`config.mk`:
```
export PLATFORM = sky130hd
export DESIGN_NAME = key_schedule_ctrl_flat
export DESIGN_NICKNAME = d
export VERILOG_FILES = /design/src/rtl/aes_pkg.sv /design/src/rtl/key_schedule_ctrl_if.sv /design/src/rtl/aes_sbox.sv /design/src/rtl/key_round_step.sv /design/src/rtl/key_schedule_ctrl.sv /design/src/flat_wrapper.sv
export SDC_FILE = /design/constraint.sdc
export NUM_CORES = 2
export LEC_CHECK = 0
export BUFFER_PORTS_ARGS = -buffer_cell sky130_fd_sc_hd__buf_4
export CORE_MARGIN = 4
export CORE_UTILIZATION = 50
export DETAILED_ROUTE_END_ITERATION = 8
export PLACE_DENSITY = 0.66
export SLEW_MARGIN = 40
export SYNTH_ARGS = -nofsm -noshare
export SYNTH_HDL_FRONTEND = slang
export SYNTH_SLANG_ARGS = --single-unit
```
`constraint.sdc`:
```
create_clock -name i_clk -period 25 [get_ports i_clk]
set_clock_uncertainty 0.05 [all_clocks]
set_input_delay 1.25 -clock i_clk [delete_from_list [all_inputs] [get_ports i_clk]]
set_output_delay 1.25 -clock i_clk [all_outputs]
set_load 0.05 [all_outputs]
```
`src/rtl/aes_pkg.sv`:
```
// -----------------------------------------------------------------------------
// aes_pkg
//   Shared AES-128 definitions used by the key-schedule slice:
//     - AES_NR, KEY_W, WORD_W      : round count and data widths
//     - round_key_t                : one round key as four 32-bit words,
//                                    element [3] = W0 (bits 127:96) ... [0] = W3
//     - RCON_TABLE / rcon()        : round constants for rounds 1..10
//     - ks_state_t                 : controller state encoding
//     - gf_mul()                   : GF(2^8) multiply (AES polynomial 0x11b)
// -----------------------------------------------------------------------------
package aes_pkg;

    localparam int AES_NR = 10;
    localparam int KEY_W  = 128;
    localparam int WORD_W = 32;

    typedef logic [3:0][WORD_W-1:0] round_key_t;

    typedef enum logic {
        IDLE,
        EXPAND
    } ks_state_t;

    localparam logic [7:0] RCON_TABLE [1:AES_NR] = '{
        8'h01, 8'h02, 8'h04, 8'h08, 8'h10,
        8'h20, 8'h40, 8'h80, 8'h1b, 8'h36
    };

    // Rcon is only defined for rounds 1..10; anything else contributes 0.
    function automatic logic [7:0] rcon(input logic [3:0] rnd);
        logic [7:0] value;
        value = 8'h00;
        if (rnd >= 4'd1 && rnd <= 4'd10) begin
            value = RCON_TABLE[rnd];
        end
        return value;
    endfunction

    // Shift-and-add multiply, reducing by x^8 + x^4 + x^3 + x + 1.
    function automatic logic [7:0] gf_mul(input logic [7:0] a, input logic [7:0] b);
        logic [7:0] prod;
        logic [7:0] acc;
        prod = 8'h00;
        acc  = a;
        for (int i = 0; i < 8; i++) begin
            if (b[i]) begin
                prod = prod ^ acc;
            end
            acc = {acc[6:0], 1'b0} ^ (acc[7] ? 8'h1b : 8'h00);
        end
        return prod;
    endfunction

endpackage

```
`src/rtl/key_schedule_ctrl_if.sv`:
```
// -----------------------------------------------------------------------------
// key_schedule_ctrl_if
//   Request / read bus of the round-key generator.
//     i_start      : request a key expansion (honoured only while idle)
//     i_key        : 128-bit cipher key, W0 in [127:96]
//     i_rd_idx     : round-key index to read
//     o_round_key  : registered round key for i_rd_idx
//     o_busy       : expansion in progress
//     o_done       : one-cycle pulse when the last round key is written
//     o_keys_valid : the key store holds a complete schedule
//   master = key source / round datapath side, slave = key_schedule_ctrl.
// -----------------------------------------------------------------------------
interface key_schedule_ctrl_if;

    logic                       i_start;
    logic [aes_pkg::KEY_W-1:0]  i_key;
    logic [3:0]                 i_rd_idx;
    logic [aes_pkg::KEY_W-1:0]  o_round_key;
    logic                       o_busy;
    logic                       o_done;
    logic                       o_keys_valid;

    modport master (
        output i_start,
        output i_key,
        output i_rd_idx,
        input  o_round_key,
        input  o_busy,
        input  o_done,
        input  o_keys_valid
    );

    modport slave (
        input  i_start,
        input  i_key,
        input  i_rd_idx,
        output o_round_key,
        output o_busy,
        output o_done,
        output o_keys_valid
    );

endinterface

```
`src/rtl/aes_sbox.sv`:
```
// -----------------------------------------------------------------------------
// aes_sbox
//   Combinational AES forward S-box: multiplicative inverse in GF(2^8)
//   followed by the AES affine transform.
//     a : input byte
//     s : substituted byte
// -----------------------------------------------------------------------------
module aes_sbox
    import aes_pkg::*;
(
    input  logic [7:0] a,
    output logic [7:0] s
);

    logic [7:0] x2, x3, x6, x12, x15, x30, x60, x120, x240, inv;

    // Inverse computed as a^254 with a fixed addition chain; 0 maps to 0.
    always_comb begin
        x2   = gf_mul(a, a);
        x3   = gf_mul(x2, a);
        x6   = gf_mul(x3, x3);
        x12  = gf_mul(x6, x6);
        x15  = gf_mul(x12, x3);
        x30  = gf_mul(x15, x15);
        x60  = gf_mul(x30, x30);
        x120 = gf_mul(x60, x60);
        x240 = gf_mul(x120, x120);
        inv  = gf_mul(gf_mul(x240, x12), x2);
    end

    // Affine transform: b ^ rotl1 ^ rotl2 ^ rotl3 ^ rotl4 ^ 0x63.
    assign s = inv
             ^ {inv[6:0], inv[7]}
             ^ {inv[5:0], inv[7:6]}
             ^ {inv[4:0], inv[7:5]}
             ^ {inv[3:0], inv[7:4]}
             ^ 8'h63;

endmodule

```
`src/rtl/key_round_step.sv`:
```
// -----------------------------------------------------------------------------
// key_round_step
//   One combinational AES-128 key-expansion round.
//     prev_key : previous round key (W0..W3)
//     rnd      : round index used to select Rcon (1..10)
//     next_key : following round key
//   temp = SubWord(RotWord(W3)) ^ {Rcon, 24'h0}; then a running xor chain.
// -----------------------------------------------------------------------------
module key_round_step
    import aes_pkg::*;
(
    input  round_key_t prev_key,
    input  logic [3:0] rnd,
    output round_key_t next_key
);

    logic [WORD_W-1:0] rot_word;
    logic [WORD_W-1:0] sub_word;
    logic [WORD_W-1:0] temp;

    // RotWord: {a0,a1,a2,a3} -> {a1,a2,a3,a0}; W3 lives in element [0].
    assign rot_word = {prev_key[0][23:0], prev_key[0][31:24]};

    for (genvar b = 0; b < 4; b++) begin : g_sub
        aes_sbox u_sbox (
            .a (rot_word[b*8 +: 8]),
            .s (sub_word[b*8 +: 8])
        );
    end

    assign temp = sub_word ^ {rcon(rnd), 24'h000000};

    // Each new word depends on the one just produced, so the chain is serial.
    always_comb begin
        next_key    = '0;
        next_key[3] = prev_key[3] ^ temp;
        next_key[2] = prev_key[2] ^ next_key[3];
        next_key[1] = prev_key[1] ^ next_key[2];
        next_key[0] = prev_key[0] ^ next_key[1];
    end

endmodule

```
`src/rtl/key_schedule_ctrl.sv`:
```
// -----------------------------------------------------------------------------
// key_schedule_ctrl
//   Sequential AES-128 round-key generator and key store. On an accepted
//   start the cipher key goes to slot 0, then one expansion round per clock
//   fills slots 1..NUM_ROUNDS. Round keys are read back by index with one
//   cycle of latency; the encrypt path walks the index up, the decrypt path
//   walks it down.
//   Ports:
//     i_clk : system clock, rising edge
//     i_rst : synchronous active-high reset (state and outputs only; the
//             key store keeps its contents)
//     bus   : key_schedule_ctrl_if.slave (start/key/read index in,
//             round key/busy/done/keys_valid out)
// -----------------------------------------------------------------------------
module key_schedule_ctrl
    import aes_pkg::*;
#(
    parameter int NUM_ROUNDS = AES_NR,
    parameter int KEY_W      = aes_pkg::KEY_W
) (
    input  logic                 i_clk,
    input  logic                 i_rst,
    key_schedule_ctrl_if.slave   bus
);

    if (KEY_W != 128) begin : g_bad_key_w
        $error("key_schedule_ctrl: KEY_W must be 128");
    end
    if (NUM_ROUNDS < 1 || NUM_ROUNDS > AES_NR) begin : g_bad_rounds
        $error("key_schedule_ctrl: NUM_ROUNDS must be in 1..10");
    end

    localparam logic [3:0] LAST_IDX = 4'(NUM_ROUNDS);

    ks_state_t   state;
    logic [3:0]  cnt;
    round_key_t  work_key;
    round_key_t  next_key;
    round_key_t  key_store [0:NUM_ROUNDS];
    logic        rd_in_range;

    logic              busy_q;
    logic              done_q;
    logic              keys_valid_q;
    logic [KEY_W-1:0]  round_key_q;

    wire accept = (state == IDLE) && bus.i_start;

    // work_key mirrors the most recently written slot so the round step
    // never needs a second read port on the store.
    key_round_step u_step (
        .prev_key (work_key),
        .rnd      (cnt),
        .next_key (next_key)
    );

    // NOTE: the key store and work_key are deliberately left out of reset; a
    // memory array with a reset cannot map onto RAM/flop-array primitives and
    // nothing here reads them before a fresh expansion rewrites them.
    always_ff @(posedge i_clk) begin
        if (!i_rst) begin
            if (accept) begin
                key_store[0] <= bus.i_key;
                work_key     <= bus.i_key;
            end else if (state == EXPAND) begin
                key_store[cnt] <= next_key;
                work_key       <= next_key;
            end
        end
    end

    assign rd_in_range = (bus.i_rd_idx <= LAST_IDX);

    // NOTE: all state and output registers use non-blocking assignments so
    // every flop samples pre-edge values regardless of statement order.
    always_ff @(posedge i_clk) begin
        if (i_rst) begin
            state        <= IDLE;
            cnt          <= 4'd0;
            busy_q       <= 1'b0;
            done_q       <= 1'b0;
            keys_valid_q <= 1'b0;
            round_key_q  <= '0;
        end else begin
            done_q <= 1'b0;

            // Gated by the registered valid flag: the first real read lands
            // one edge after keys_valid rises, and out-of-range reads give 0.
            round_key_q <= (keys_valid_q && rd_in_range) ? key_store[bus.i_rd_idx] : '0;

            case (state)
                IDLE: begin
                    if (bus.i_start) begin
                        state        <= EXPAND;
                        cnt          <= 4'd1;
                        busy_q       <= 1'b1;
                        keys_valid_q <= 1'b0;
                    end
                end
                EXPAND: begin
                    if (cnt == LAST_IDX) begin
                        state        <= IDLE;
                        cnt          <= 4'd0;
                        busy_q       <= 1'b0;
                        done_q       <= 1'b1;
                        keys_valid_q <= 1'b1;
                    end else begin
                        cnt <= cnt + 4'd1;
                    end
                end
                default: state <= IDLE;
            endcase
        end
    end

    assign bus.o_busy       = busy_q;
    assign bus.o_done       = done_q;
    assign bus.o_keys_valid = keys_valid_q;
    assign bus.o_round_key  = round_key_q;

endmodule

```
`src/flat_wrapper.sv`:
```
// flat-port wrapper written by rule: the top's interface ports become plain ports
module key_schedule_ctrl_flat import aes_pkg::*;
#(
    parameter int NUM_ROUNDS = AES_NR,
    parameter int KEY_W      = aes_pkg::KEY_W
)
  (i_clk, i_rst, bus_i_start, bus_i_key, bus_i_rd_idx, bus_o_round_key, bus_o_busy, bus_o_done, bus_o_keys_valid);
  key_schedule_ctrl_if bus_i ();
  input  logic i_clk;
  input  logic i_rst;
  input wire logic [$bits(bus_i.i_start)-1:0] bus_i_start;
  input wire logic [$bits(bus_i.i_key)-1:0] bus_i_key;
  input wire logic [$bits(bus_i.i_rd_idx)-1:0] bus_i_rd_idx;
  output wire logic [$bits(bus_i.o_round_key)-1:0] bus_o_round_key;
  output wire logic [$bits(bus_i.o_busy)-1:0] bus_o_busy;
  output wire logic [$bits(bus_i.o_done)-1:0] bus_o_done;
  output wire logic [$bits(bus_i.o_keys_valid)-1:0] bus_o_keys_valid;
  assign bus_i.i_start = bus_i_start;
  assign bus_i.i_key = bus_i_key;
  assign bus_i.i_rd_idx = bus_i_rd_idx;
  assign bus_o_round_key = bus_i.o_round_key;
  assign bus_o_busy = bus_i.o_busy;
  assign bus_o_done = bus_i.o_done;
  assign bus_o_keys_valid = bus_i.o_keys_valid;
  key_schedule_ctrl #(.NUM_ROUNDS(NUM_ROUNDS), .KEY_W(KEY_W)) u_core (.i_clk(i_clk), .i_rst(i_rst), .bus(bus_i));
endmodule
```
==> results.cfg <==
[timing]
tightest_slew_ns = 0.949
final_max_slew_viol_count = 0
period_needed_ns = 22.77
setup_tns_ns = 0
rsz0062_at_grt = false
setup_violations = 0
clock.fmax_mhz = 43.9
hold_viol = 0
slew_headroom_pct = 36.4
post-route-period-util_pct = 91.1

[global_routing]
grt_pass1_vias = 73900
antenna_found_initial = 41
grt_pass1_wl_um = 467000
grt_overflow = 0
grt_max_degree = 143
grt_usage_pct = 26.6

[route]
wl_met3_um = 19500
m1WireLength_um = 127000
dr.pass1.iters = 6
routed_via_density = 5.97
drc = 0
ant_nets = 0
totalWireLength_um = 312000
drtIter0Drc = 7990
wl_met2_um = 149000
wl_per_cell_um = 24.4
top_layer = met4
vias = 76300

[clock_tree]
clock_sinks = 1672
numCtsBuffers = 168
cts_buffer_depth = 3
postCtsHoldBufs = 0
cts_resized = 0
tritoncts = yes
cts_setup_buffers = 0
cts.reportedPaths.clkPinSlew_ns = 0.06
clkLatencyLatePin_ns = 0.81
root_buffer = clkbuf_16
htree_levels = 4

[worst_setup_path]
worst_setup_path_start_kind = flip-flop
cp.arrival_ns = 23.21
ff2ff_setup_slack_ns = 2.23
rr_startpoint = u_core.work_key[16]
crit_start = u_core.work_key[16]
end_kind = flip-flop
crit_top_cell = xnor3_1
slowest_delay_ns = 0.82
criticalPathCategory = flip-flop to flip-flop
cp_slowest_cell = ha_1
crit_fanout = 22
required_ns = 25.44

[die]
ioPinCount = 266
die_h_um = 477
initial_utilization_pct = 50.5
core_mm2 = 0.218
die-width_um = 477
die_area_mm2 = 0.227
fp-row-count = 171

[synth]
synthMuxAreaShare_pct = 8.45
synthCells = 9509
synth_edf_count = 1536
yosys_warnings = 0
yosys.area_share.xor_xnor_pct = 23.6
synth_nets = 9674
synth_ff_type = edfxtp_1
synthAdderAreaFrac_pct = 0.360
synth_area_mm2 = 0.110
seq_area_frac_synth_pct = 44.4
synth-seq-cells = 1672
synth_top_family_by_area = XOR/XNOR gates
yosys.area_share.simple_pct = 10.1
ys_async_sr_fraction_pct = 0
synth_compound_gate_area_share_pct = 10.2
ys_types = 135
avgSynthCellArea_um2 = 11.6

[finish]
layout-drive-gt1-share_pct = 15.9
n_fill_cell = 17900
nNetsFinal = 9914
area_growth_pct = 11.2
multi_input_comb_area_mm2 = 0.0586
area.sequential_mm2 = 0.0488

[placed_design]
gp_congestion = 0.902
post-dp-hpwl_um = 208000
portBuffers = 265

[min_path]
holdCritPathClass = flip-flop to flip-flop
min_from = u_core.bus.o_keys_valid

[outcome]
status = completed

[run]
drv_cap = 0
registers in the layout, summed over array words and instances (netlist names):
signal and flops:
u_core.bus.o_round_key 128, u_core.state 1, u_core.cnt 4, u_core.bus.o_done 1, u_core.key_store 1408, u_core.bus.o_keys_valid 1, u_core.bus.o_busy 1, u_core.work_key 128
synthesized netlist by cell type, types with 22 or more instances:
cell type	number	share of area [%]
a211oi_1	304	2.1
a21o_1	29	0.20
a21oi_1	446	2.0
a22oi_1	33	0.23
a311oi_1	22	0.18
a31oi_1	50	0.28
and2_1	42	0.24
and3_1	35	0.20
buf_1	60	0.20
buf_2	109	0.50
buf_4	47	0.32
clkbuf_1	366	1.3
dfxtp_1	136	2.5
edfxtp_1	1536	42
ha_1	30	0.34
inv_1	81	0.28
mux2_2	46	0.47
mux2i_1	296	2.7
mux4_2	257	5.3
nand2_1	897	3.1
nand2b_1	54	0.31
nand3_1	119	0.54
nor2_1	848	2.9
nor2b_1	178	1.0
nor3_1	148	0.67
nor3b_1	23	0.16
nor4_1	29	0.17
o211ai_1	47	0.32
o21ai_0	277	1.3
o21ai_1	133	0.61
o22ai_1	43	0.24
o31ai_1	25	0.17
or3_1	25	0.14
xnor2_1	1374	11
xnor2_2	98	1.5
xnor3_1	258	5.3
xor2_1	422	3.4
xor2_2	40	0.59
xor3_1	46	1.0
metrics by stage:
step / instance area, µm² / std cells / util, % / setup slack [ns] / hold slack [ns]
floorplan: 110000 / 9509 / - / 5.77 / 0.547
global placement: 116000 / 12400 / 53.3 / 2.25 / 0.467
detailed placement: 117000 / 12400 / 53.6 / 2.27 / 0.478
CTS: 122000 / 12700 / 56.0 / 2.17 / 0.492
global route: 122000 / 12800 / 56.1 / 0.944 / 0.525
finish: 122000 / 12800 / 56.1 / 2.23 / 0.499
path summary, 6_finish.rpt:
kind	end	depth (start not counted)
setup reg to reg	u_core.work_key[28]	70
hold / removal	u_core.bus.o_keys_valid	2
setup / recovery	u_core.work_key[28]	70
hold reg to reg	u_core.bus.o_keys_valid	2
cell type report:
class                      count  area share (%)
multi-input combinational   7112            47.9
sequential                  1672            40.0
timing repair buffer         679            4.52
clock buffer                 234            3.67
tap                         2854            2.92
clock inverter                72           0.595
inverter                     116           0.360
antenna                       25          0.0512
cells in the final DEF, fill, tap and decap left out, types with 50 or more instances in the layout:
cell / instances
edfxtp_1: 1536
xnor2_1: 1340
nand2_1: 896
nor2_1: 844
buf_4: 631
a21oi_1: 445
xor2_1: 407
mux2i_1: 296
a211oi_1: 290
o21ai_0: 266
mux4_2: 257
xnor3_1: 256
nor2b_1: 177
clkbuf_16: 168
nor3_1: 145
o21ai_1: 136
dfxtp_1: 136
xnor2_2: 122
nand3_1: 119
inv_1: 80
clkbuf_1: 62
nand2b_1: 53
xor2_2: 50
a31oi_1: 50
critical path, delay by kind of cell (launching register included):
kind	cells	cell delay, ns
buffers and inverters	10	1.96
AOI/OAI and AO/OA	11	3.33
and+or+nand+nor	10	1.57
DFF	1	0.73
muxes	1	0.22
xor gates and xnor gates	32	11.61
adders and majority gates	6	2.87
per-layer routing:
metal | GRT usage (%) | vias up
li1 | - | 34900
met1 | 35.8 | 37900
met2 | 43.5 | 3030
met3 | 2.51 | 454
met4 | 12.9 | 0
met5 | 0 | -
cells by family after synthesis:
kind of cell,Yosys count
adders and majority gates,32
AOI/OAI and AO/OA,1708
DFF,1672
buffers and inverters,725
xor gates and xnor gates,2278
and+or+nand+nor,2494
muxes,600
Power is left out: the tool's default activity adds up to more than one toggle a clock period on the data nets, which glitch-free logic cannot reach.
